==> src/rtl/fetch_ctrl.sv <==
// fetch_ctrl: in-order instruction fetch with a 2-entry {pc, inst} buffer, redirect flush and program-end halt.
module fetch_ctrl #(
  parameter logic [7:0] RESET_PC = 8'h00,
  parameter logic [7:0] PROG_END = 8'h4C
) (
  input  logic        clk,
  input  logic        reset,
  input  logic        run,
  output logic [7:0]  imem_addr,
  input  logic [31:0] imem_data,
  input  logic        redirect_valid,
  input  logic [7:0]  redirect_pc,
  output logic        inst_valid,
  input  logic        inst_ready,
  output logic [31:0] inst_data,
  output logic [7:0]  inst_pc,
  output logic        halted
);
  typedef enum logic [1:0] {IDLE, FETCH, DRAIN, DONE} state_t;
  state_t state_q, state_d;
  logic [7:0] pc_q, pc_d, pc0_q, pc0_d, pc1_q, pc1_d;
  logic [31:0] ins0_q, ins0_d, ins1_q, ins1_d;
  logic [1:0] cnt_q, cnt_d, cnt_kept;
  logic pop, push, redir;
  assign imem_addr = pc_q;
  assign inst_valid = cnt_q != 2'd0;
  assign inst_data = inst_valid ? ins0_q : 32'd0;
  assign inst_pc = inst_valid ? pc0_q : 8'd0;
  assign halted = state_q == DONE;
  always_comb begin
    pop = inst_valid && inst_ready;
    redir = redirect_valid && state_q != DONE;
    push = state_q == FETCH && run && !redir && (cnt_q < 2'd2 || pop);
    cnt_kept = cnt_q - {1'b0, pop};
    pc0_d = pop ? pc1_q : pc0_q;
    ins0_d = pop ? ins1_q : ins0_q;
    pc1_d = pc1_q;
    ins1_d = ins1_q;
    // a push lands in whichever slot is first free after this cycle's pop
    if (push && cnt_kept == 2'd0) begin
      pc0_d = pc_q;
      ins0_d = imem_data;
    end
    if (push && cnt_kept != 2'd0) begin
      pc1_d = pc_q;
      ins1_d = imem_data;
    end
    cnt_d = redir ? 2'd0 : cnt_kept + {1'b0, push};
    pc_d = redir ? (redirect_pc & 8'hFC) : push ? pc_q + 8'd4 : pc_q;
    state_d = state_q;
    case (state_q)
      IDLE:  state_d = (run && !redir) ? FETCH : IDLE;
      FETCH: state_d = !run ? IDLE : (push && pc_q == PROG_END) ? DRAIN : FETCH;
      DRAIN: state_d = redir ? FETCH : (cnt_d == 2'd0) ? DONE : DRAIN;
      default: state_d = DONE;
    endcase
  end
  always_ff @(posedge clk) begin
    if (reset) begin
      state_q <= IDLE;
      pc_q <= RESET_PC;
      cnt_q <= 2'd0;
      pc0_q <= 8'd0;
      pc1_q <= 8'd0;
      ins0_q <= 32'd0;
      ins1_q <= 32'd0;
    end else begin
      state_q <= state_d;
      pc_q <= pc_d;
      cnt_q <= cnt_d;
      pc0_q <= pc0_d;
      pc1_q <= pc1_d;
      ins0_q <= ins0_d;
      ins1_q <= ins1_d;
    end
  end
endmodule

==> config.mk <==
export PLATFORM = sky130hd
export DESIGN_NAME = fetch_ctrl
export DESIGN_NICKNAME = d
export VERILOG_FILES = /design/src/rtl/fetch_ctrl.sv
export SDC_FILE = /design/constraint.sdc
export NUM_CORES = 1
export LEC_CHECK = 0
export BUFFER_PORTS_ARGS = -buffer_cell sky130_fd_sc_hd__buf_4
export CORE_ASPECT_RATIO = 0.5
export CORE_MARGIN = 1
export CORE_UTILIZATION = 40
export DETAILED_ROUTE_END_ITERATION = 10
export GPL_TIMING_DRIVEN = 0
export PLACE_DENSITY = 0.71
export SYNTH_ARGS = -nofsm -noshare
export SYNTH_HDL_FRONTEND = slang
export SYNTH_SLANG_ARGS = --single-unit
==> constraint.sdc <==
create_clock -name clk -period 2.6 [get_ports clk]
set_clock_uncertainty 0.05 [all_clocks]
set_input_delay 0.26 -clock clk [delete_from_list [all_inputs] [get_ports clk]]
set_output_delay 0.26 -clock clk [all_outputs]
set_load 0.02 [all_outputs]
* Word level (Yosys, flattened, before mapping)
Cells that the tools add are included.
Operators by class: bitwise operators 0, reduce and logical (&&, ||, !) cells 19, mux-type cells 15, eq/ne operators 5, order comparisons 1, $add $sub $neg 3, div/mod/pow operators 0, multipliers 0, shift operators 0
Operators with widths (count):
- 2-to-1 mux 32 bit | 3
- 2-to-1 mux 8 bit | 5
- logical AND 1 bit | 9
- adder 8 x 3 -> 8 bit (second input constant) | 1
- == test 8 x 7 -> 1 bit (second input constant) | 1
- 2-to-1 mux 2 bit | 4
- nonzero test 2 bit | 4
- zero test 2 bit | 3
- one-hot mux 2 bit (3 select lines) | 1
- == test 2 bit (second input constant) | 2
- adder 2 x 1 -> 2 bit | 1
- == test 2 x 1 -> 1 bit (second input constant) | 1
- less-than comparator 2 bit (second input constant) | 1
- 2-to-1 mux 1 bit | 2
- inequality test 2 bit (second input constant) | 1
- OR reduction 2 bit | 1
- subtractor 2 x 1 -> 2 bit | 1
- zero test 1 bit | 1
- logical OR 1 bit | 1
Word-level totals: input port bits 45, memory bits (read-only) 0, latch bits 0, memory bits (writable) 0, word-level logic and storage cells 51, memories kept 0, register bits after elaboration 92

* Longest topological paths before layout
Gate-level depths: netlist of run 1.
depth in word-level cells 11, mapped depth 12, depth with buffers taken out 9

* Worst setup path before layout of run 1
No wires, ideal clock.
path kind register -> register, start register cnt_q[1], end register pc0_q[6], clock period less this slack 2298 ps, setup slack 302 ps, required time 2404 ps, setup time 146 ps, cell stages (with the launch flop) 13, buffers on the path 4, arrival 2102 ps, cells stage by stage dfxtp_1 > or2_4 > nand2_4 > buf_8 > buf_8 > inv_1 > ha_1 > xnor2_1 > nand2_1 > buf_4 > buf_4 > nor3_2 > a211oi_2
On the way: word-level cells in the longest chain between the ends 6, elaborated cells on any way between the ends 10
Ends and longest elaborated chain:
- start, declared | RTL line 23 | logic [1:0] cnt_q, cnt_d, cnt_kept;
- start signal, assigned | RTL line 70 | cnt_q <= cnt_d;
- nonzero test 2 bit | RTL line 26 | assign inst_valid = cnt_q != 2'd0;
- logical AND 1 bit | RTL line 31 | pop = inst_valid && inst_ready;
- subtractor 2 x 1 -> 2 bit / logical OR 1 bit (equally long branches) | RTL line 34, 33
- zero test 2 bit / logical AND 1 bit (equally long branches) | RTL line 40, 33
- logical AND 1 bit | RTL line 40 | if (push && cnt_kept == 2'd0) begin
- 2-to-1 mux 8 bit / nonzero test 2 bit (equally long branches)
- end signal, assigned | RTL line 71 | pc0_q <= pc0_d;
- end, declared | RTL line 21 | logic [7:0] pc_q, pc_d, pc0_q, pc0_d, pc1_q, pc1_d;
Parallel ways exist; a longest one is shown, timed or not. A chain may end at the register's enable or synchronous reset.

* Final worst setup path of run 1
start register cnt_q[1], end register ins0_q[25]
On the way: word-level cells in the longest chain between the ends 6, elaborated cells on any way between the ends 10
Ends and longest elaborated chain:
- nonzero test 2 bit | RTL line 26
- logical AND 1 bit | RTL line 31
- subtractor 2 x 1 -> 2 bit / logical OR 1 bit (equally long branches) | RTL line 34, 33
- zero test 2 bit / logical AND 1 bit (equally long branches) | RTL line 40, 33
- logical AND 1 bit | RTL line 40
- 2-to-1 mux 32 bit / nonzero test 2 bit (equally long branches)
- end signal, assigned | RTL line 73 | ins0_q <= ins0_d;
- end, declared | RTL line 22 | logic [31:0] ins0_q, ins0_d, ins1_q, ins1_d;
Parallel ways exist; a longest one is shown, timed or not.

==> metrics.txt, run 1 <==
Seq cells post-synth 86; Min-Delay Path Class in -> reg; total gr overflow 0; post-synthesis cell type count 48; root buf cell clkbuf_16; routed vias/inst 5.07; CTS tree done; CP Max Fanout 19; Post-Route WL 11000 um; IO buf count 87; VDD IR max 0.000310 V; Power Density 533 nW/um^2; Reg area 1720 um^2; vias 3626; chip height 75.0 um; final worst path period need 2.46 ns; worst hold slack 0.123 ns; Antenna Nets Post-Route 0; status finished, final reports clean; Post-synth EDFFs 0; Slew @ Worst Pin 0.815 ns; most frequent cell after synthesis dfxtp_1; top post-synthesis cells by area dfxtp_1, mux2i_1, nand2_1, a211oi_2, and2_1; GRT Total Usage 0.205; post-synth top area cell dfxtp_1; final setup vio count 0; initial antenna violation count 0; Cells on Worst Hold Path 3; reg2reg path depth 11; WP data required 2.75 ns; Avg WL per Cell 15.4 um; Detailed Routing Iterations Pass 1 4; vias in the first global route 3398; Remaining DRCs 0; Syn Inst Count 468; Commonest cells post-synth dfxtp_1, nand2_1, a21oi_1, and2_1, mux2i_1; first-pass GRT wire length 17300 um; post-cts hold buffer count 0; async set-reset flop share out of synthesis 0; CTS buffer count 9; Core Area 10300 um^2; ratio of cells with drive above 1 in the final layout 0.323; crit path DAT 2.61 ns; Die X-Extent 148 um; GPL Wtd Cong 0.807; Synth Area per Inst 9.11 um^2; I/O pins 95; die area 11100 um^2; most common flop cell mapped by yosys dfxtp_1; CTS clk-pin slew, worst paths 0.06 ns; Fillers 973; Fin. Hold Viols 0; MaxCap Viol Count 0; Leak Pwr 2.32 nW; startpoint types flip-flop; Final Cycle Share 0.948; deepest clock path buffer count 2; P&R area growth vs syn 27.5%; Final HPWL DP 7630 um; Initial Util 0.415; row cnt 26; top cell type's share of synthesized area 0.404; YS warnings 0; Multi-input gate area 2290 um^2; Final nets 619; largest net degree at the start of global routing 14; sequential area share after synthesis 0.404; slew margin rel. 0.457; Mapped Area 4270 um^2; max-slew violations 0; critical path endpoint category flip-flop; critical path class reg -> reg; worst skew pair latency 0.34 ns; Layout Cells excl Fill 715; number of diodes 0; Max Freq 406 MHz; placed insts 698; DR iter-0 viols 172; H-tree depth 3; CTS Sinks 86
## layer usage
layer	global-route usage	share of wire	routed length, um
met2	0.345	0.47	5170
met4	0.0664	0.014	153
met5	0	0	0
met3	0.0552	0.055	607
met1	0.260	0.46	5080
## cell type report
cell class | count | area share
Clock buffer | 11 | 0.0446
Clock inverter | 4 | 0.00874
Tap cell | 140 | 0.0322
Inverter | 5 | 0.00345
Timing Repair Buffer | 90 | 0.124
Buffer | 42 | 0.0490
Sequential cell | 86 | 0.317
Multi-Input combinational cell | 337 | 0.421
## where the power goes
| part | total, W | switching [W] | internal, W |
|---|---|---|---|
| Combinational | 0.000244 | 0.000135 | 0.000109 |
| Sequential | 0.00137 | 0.0000276 | 0.00134 |
| Clock | 0.00128 | 0.000519 | 0.000762 |
| Total | 0.00290 | 0.000682 | 0.00221 |
## state kept, by name, summed over array words and instances, names as in the netlist
register   cells
pc1_q          6
ins0_q        32
imem_addr      6
ins1_q        32
cnt_q          2
pc0_q          6
state_q        2
## kinds of logic after synthesis
| family | synth area share |
|---|---|
| adder cells (fa/ha/maj) | 0.00880 |
| AND/OR/NAND/NOR | 0.245 |
| buffers and inverters | 0.0675 |
| other | 0.000879 |
| AO/OA/AOI/OAI | 0.172 |
| flip-flops | 0.404 |
| XOR/XNOR | 0.0103 |
| multiplexers | 0.0915 |
## worst paths after layout
path                end  slack, ns          start
min          ins1_q[19]       0.12  imem_data[19]
max          ins0_q[25]       0.14       cnt_q[1]
min reg2reg   ins1_q[3]       0.40      ins1_q[3]
max reg2reg  ins0_q[25]       0.14       cnt_q[1]
## per-stage QoR
step                      TNS, ns  total power (W)  setup WS (ns)  cell area [um^2]   util
after global placement     -0.919          0.00164        -0.0642              5100  0.497
final                           0          0.00290          0.135              5440  0.529
after global routing       -0.118          0.00299        -0.0321              5440  0.529
after CTS                 -0.0537          0.00291        -0.0175              5400  0.526
after floorplan                 0          0.00153          0.302              4280      -
after detailed placement    -1.76          0.00164         -0.107              5100  0.497
## cell usage in the layout, fill, tap and decap left out, types with 2 or more instances in the layout
| master | netlist | routed |
|---|---|---|
| dfxtp_1 | 86 | 85 |
| buf_6 | 3 | 4 |
| o32ai_1 | 2 | 2 |
| nor3_1 | 20 | 20 |
| a211oi_2 | 20 | 20 |
| nand3_2 | 2 | 2 |
| a211oi_1 | 23 | 23 |
| and2_1 | 39 | 39 |
| nor3b_1 | 2 | 2 |
| buf_2 | 8 | 5 |
| conb_1 | 1 | 4 |
| a21oi_1 | 44 | 44 |
| inv_1 | 4 | 4 |
| ha_1 | 3 | 3 |
| nand3_1 | 2 | 2 |
| nand2b_1 | 3 | 3 |
| nor2_1 | 6 | 6 |
| nand2_1 | 81 | 81 |
| mux2i_1 | 39 | 39 |
| clkbuf_1 | 15 | 15 |
| nor4_1 | 2 | 2 |
| xnor2_1 | 4 | 3 |
| nor3_2 | 21 | 21 |
| buf_4 | 13 | 105 |
| clkbuf_16 | 0 | 9 |
| clkinv_2 | 0 | 2 |
## timing repair
action,CTS,global route
setup buffers,0,3
endpoints found under the setup margin,39,56
resized for setup,4,5
pin swaps,0,1
## worst max-delay path, cell delays in order (launching register included)
cell and delay [ns]:
dfxtp_2 0.36, or2_4 0.28, nand2_4 0.09, buf_8 0.23, inv_1 0.08, ha_1 0.26, xnor2_2 0.25, nand2_1 0.10
buf_4 0.19, buf_4 0.21, nor3_2 0.15, a211oi_2 0.06
(Power assumes the default switching activity.)
==> inputs of run 2 (changes only) <==
==> config.mk (replaced) <==
export PLATFORM = sky130hd
export DESIGN_NAME = fetch_ctrl
export DESIGN_NICKNAME = d
export VERILOG_FILES = /design/src/rtl/fetch_ctrl.sv
export SDC_FILE = /design/constraint.sdc
export NUM_CORES = 1
export LEC_CHECK = 0
export CORE_ASPECT_RATIO = 0.5
export CORE_MARGIN = 1
export CORE_UTILIZATION = 40
export DETAILED_ROUTE_END_ITERATION = 10
export DONT_BUFFER_PORTS = 1
export GPL_TIMING_DRIVEN = 0
export PLACE_DENSITY = 0.63
export SYNTH_ARGS = -nofsm -noshare
export SYNTH_HDL_FRONTEND = slang
export SYNTH_SLANG_ARGS = --single-unit
==> metrics.txt, run 2 (synthesis gave the netlist of run 1 again) <==
status finished, final reports clean; Power Density 601 nW/um^2 (+13%); GPL Wtd Cong 0.779 (-3.5%); CP bufs+invs 4 (unchanged); Antenna Nets Post-Route 0 (unchanged); placed cell area 4450 um^2 (-13%); Detailed Routing Iterations Pass 1 4 (unchanged); Avg WL per Cell 17.2 um (+12%); slew margin rel. 0.477 (+0.0198); die area 11100 um^2 (unchanged); final setup vio count 0 (unchanged); row cnt 26 (unchanged); Fillers 977 (+0.41%); Post-Route WL 11300 um (+2.3%); ratio of cells with drive above 1 in the final layout 0.194 (-0.129); critical path endpoint category flip-flop; commonest non-fill, non-tap cell in the layout dfxtp_1; MaxCap Viol Count 0 (unchanged); Min-Delay Path Class in -> reg; commonest non-fill, non-tap cells in the layout dfxtp_1, nand2_1, a21oi_1; I/O pins 95 (unchanged); number of diodes 0 (unchanged); critical path class reg -> reg; Final nets 558 (-9.9%); Top delay family on crit path buffers and inverters; chip height 75.0 um (unchanged); Die X-Extent 148 um (unchanged); Initial Util 0.415 (unchanged); total power 0.00307 W (+6.0%); Max Freq 411 MHz (+1.3%); Cell Chain, Critical Path or2_4, nand2_4, buf_8, inv_1, ha_1, xnor2_2, nand2_1, buf_4, buf_4, nor3_2, a211oi_2; H-tree depth 3 (unchanged); critical path's slowest cell dfxtp_2; fin worst setup slack 0.166 ns (+0.0310 ns); met3 Usage GRT 0.0667 (+0.0115); total gr overflow 0 (unchanged); Layout Cells excl Fill 655 (-8.4%); RSZ-0062 raised after global routing no; layer with the highest usage met2; initial antenna violation count 0 (unchanged); max-slew violations 0 (unchanged); CP Max Fanout 19 (unchanged); vias 3469 (-4.3%); Final HPWL DP 7470 um (-2.0%); crit path DAT 2.58 ns (-0.03 ns); WP data required 2.74 ns (about the same); Max stage delay on crit path 0.36 ns (about the same); first-pass GRT wire length 17100 um (-1.0%); Fin. Hold Viols 0 (unchanged); placed insts 611 (-12%); P&R area growth vs syn 19.7%; VDD IR max 0.000353 V (+14%); deepest clock path buffer count 2 (unchanged); GRT Total Usage 0.206 (+0.00133); routed vias/inst 5.30 (+4.4%); largest net degree at the start of global routing 15 (+1); root buf cell clkbuf_16; CTS clk-pin slew, worst paths 0.06 ns (about the same); Leak Pwr 2.01 nW (-13%); Core Area 10300 um^2 (unchanged); CTS buffer count 9 (unchanged); worst skew pair latency 0.34 ns (about the same); M1 GR Usage 0.273 (+0.0132); startpoint types flip-flop; CTS tree done; M2 GR Usage 0.328 (-0.0167); Slew @ Worst Pin 0.785 ns (-0.0297 ns); IO buf count 0 (-100%); CTS Sinks 86 (unchanged); DR iter-0 viols 138 (-20%); Remaining DRCs 0 (unchanged); Place WS -0.100 ns (+0.00668 ns); Crit path top cell by count buf_4; vias in the first global route 3162 (-6.9%); final worst path period need 2.43 ns (-0.0310 ns); Largest regs ins0_q (32), ins1_q (32); Final Cycle Share 0.936 (-0.0119); Final Cell Area 5110 um^2 (-6.1%)
-- run 2: cell count changes in the layout (fill, tap and decap cells not counted), sizes merged --
cell | before | now
buf | 116 | 29
bufinv | 1 | 3
clkinv | 2 | 1
dlygate4sd3 | 0 | 26
-- run 2: repair_timing --
action	4_1_cts	5_1_grt
setup endpoints to repair	31	52
gates resized for setup	4	6
endpoints found under the hold margin	25	1
pin swaps	0	2
hold buffers	25	1
buffers inserted	0	3
-- run 2: per-layer routing --
metal	wire length [um]	share of wire
met3	756	0.067
met5	0	0
met2	5120	0.45
met4	85	0.0075
met1	5300	0.47
-- run 2: cell type report --
| class | instances | area (um^2) | area share |
|---|---|---|---|
| plain buffers | 42 | 270 | 0.0529 |
| clock buffers | 11 | 243 | 0.0475 |
| clock inverters | 5 | 106 | 0.0208 |
| inverters | 5 | 18.8 | 0.00367 |
| multi-input cells | 337 | 2290 | 0.448 |
| flip-flops and latches | 86 | 1720 | 0.337 |
| well taps | 140 | 175 | 0.0343 |
| repair buffers | 29 | 283 | 0.0554 |
-- run 2: worst paths after layout --
| path | slack [ns] | cells after the start | from | endpoint |
|---|---|---|---|---|
| min | 0.01 | 2 | imem_data[16] | ins1_q[16] |
| max reg2reg | 0.17 | 11 | cnt_q[1] | ins0_q[21] |
| max | 0.17 | 11 | cnt_q[1] | ins0_q[21] |
| min reg2reg | 0.40 | 2 | ins1_q[6] | ins1_q[6] |
-- run 2: report_power, final --
group / internal [W] / switching [W]
clock network: 0.000967 / 0.000525
registers: 0.00134 / 0.0000369
logic: 0.0000877 / 0.000111
-- run 2: metrics by stage --
step | util | hold WS, ns | TNS [ns]
2_1_floorplan | - | 0.346 | 0
3_3_place_gp | 0.433 | 0.348 | -0.953
3_5_place_dp | 0.433 | 0.352 | -1.45
4_1_cts | 0.492 | 0.000740 | -0.000203
5_1_grt | 0.497 | 0.00966 | 0
6_report | 0.497 | 0.0108 | 0
-- run 2: worst reg2reg max path, cell delays in order (launching register included) --
cell      delay, ns
dfxtp_2        0.36
or2_4          0.28
nand2_4        0.09
buf_8          0.22
inv_1          0.08
ha_1           0.26
xnor2_2        0.24
nand2_1        0.11
buf_4          0.19
buf_4          0.21
nor3_2         0.14
a211oi_2       0.06
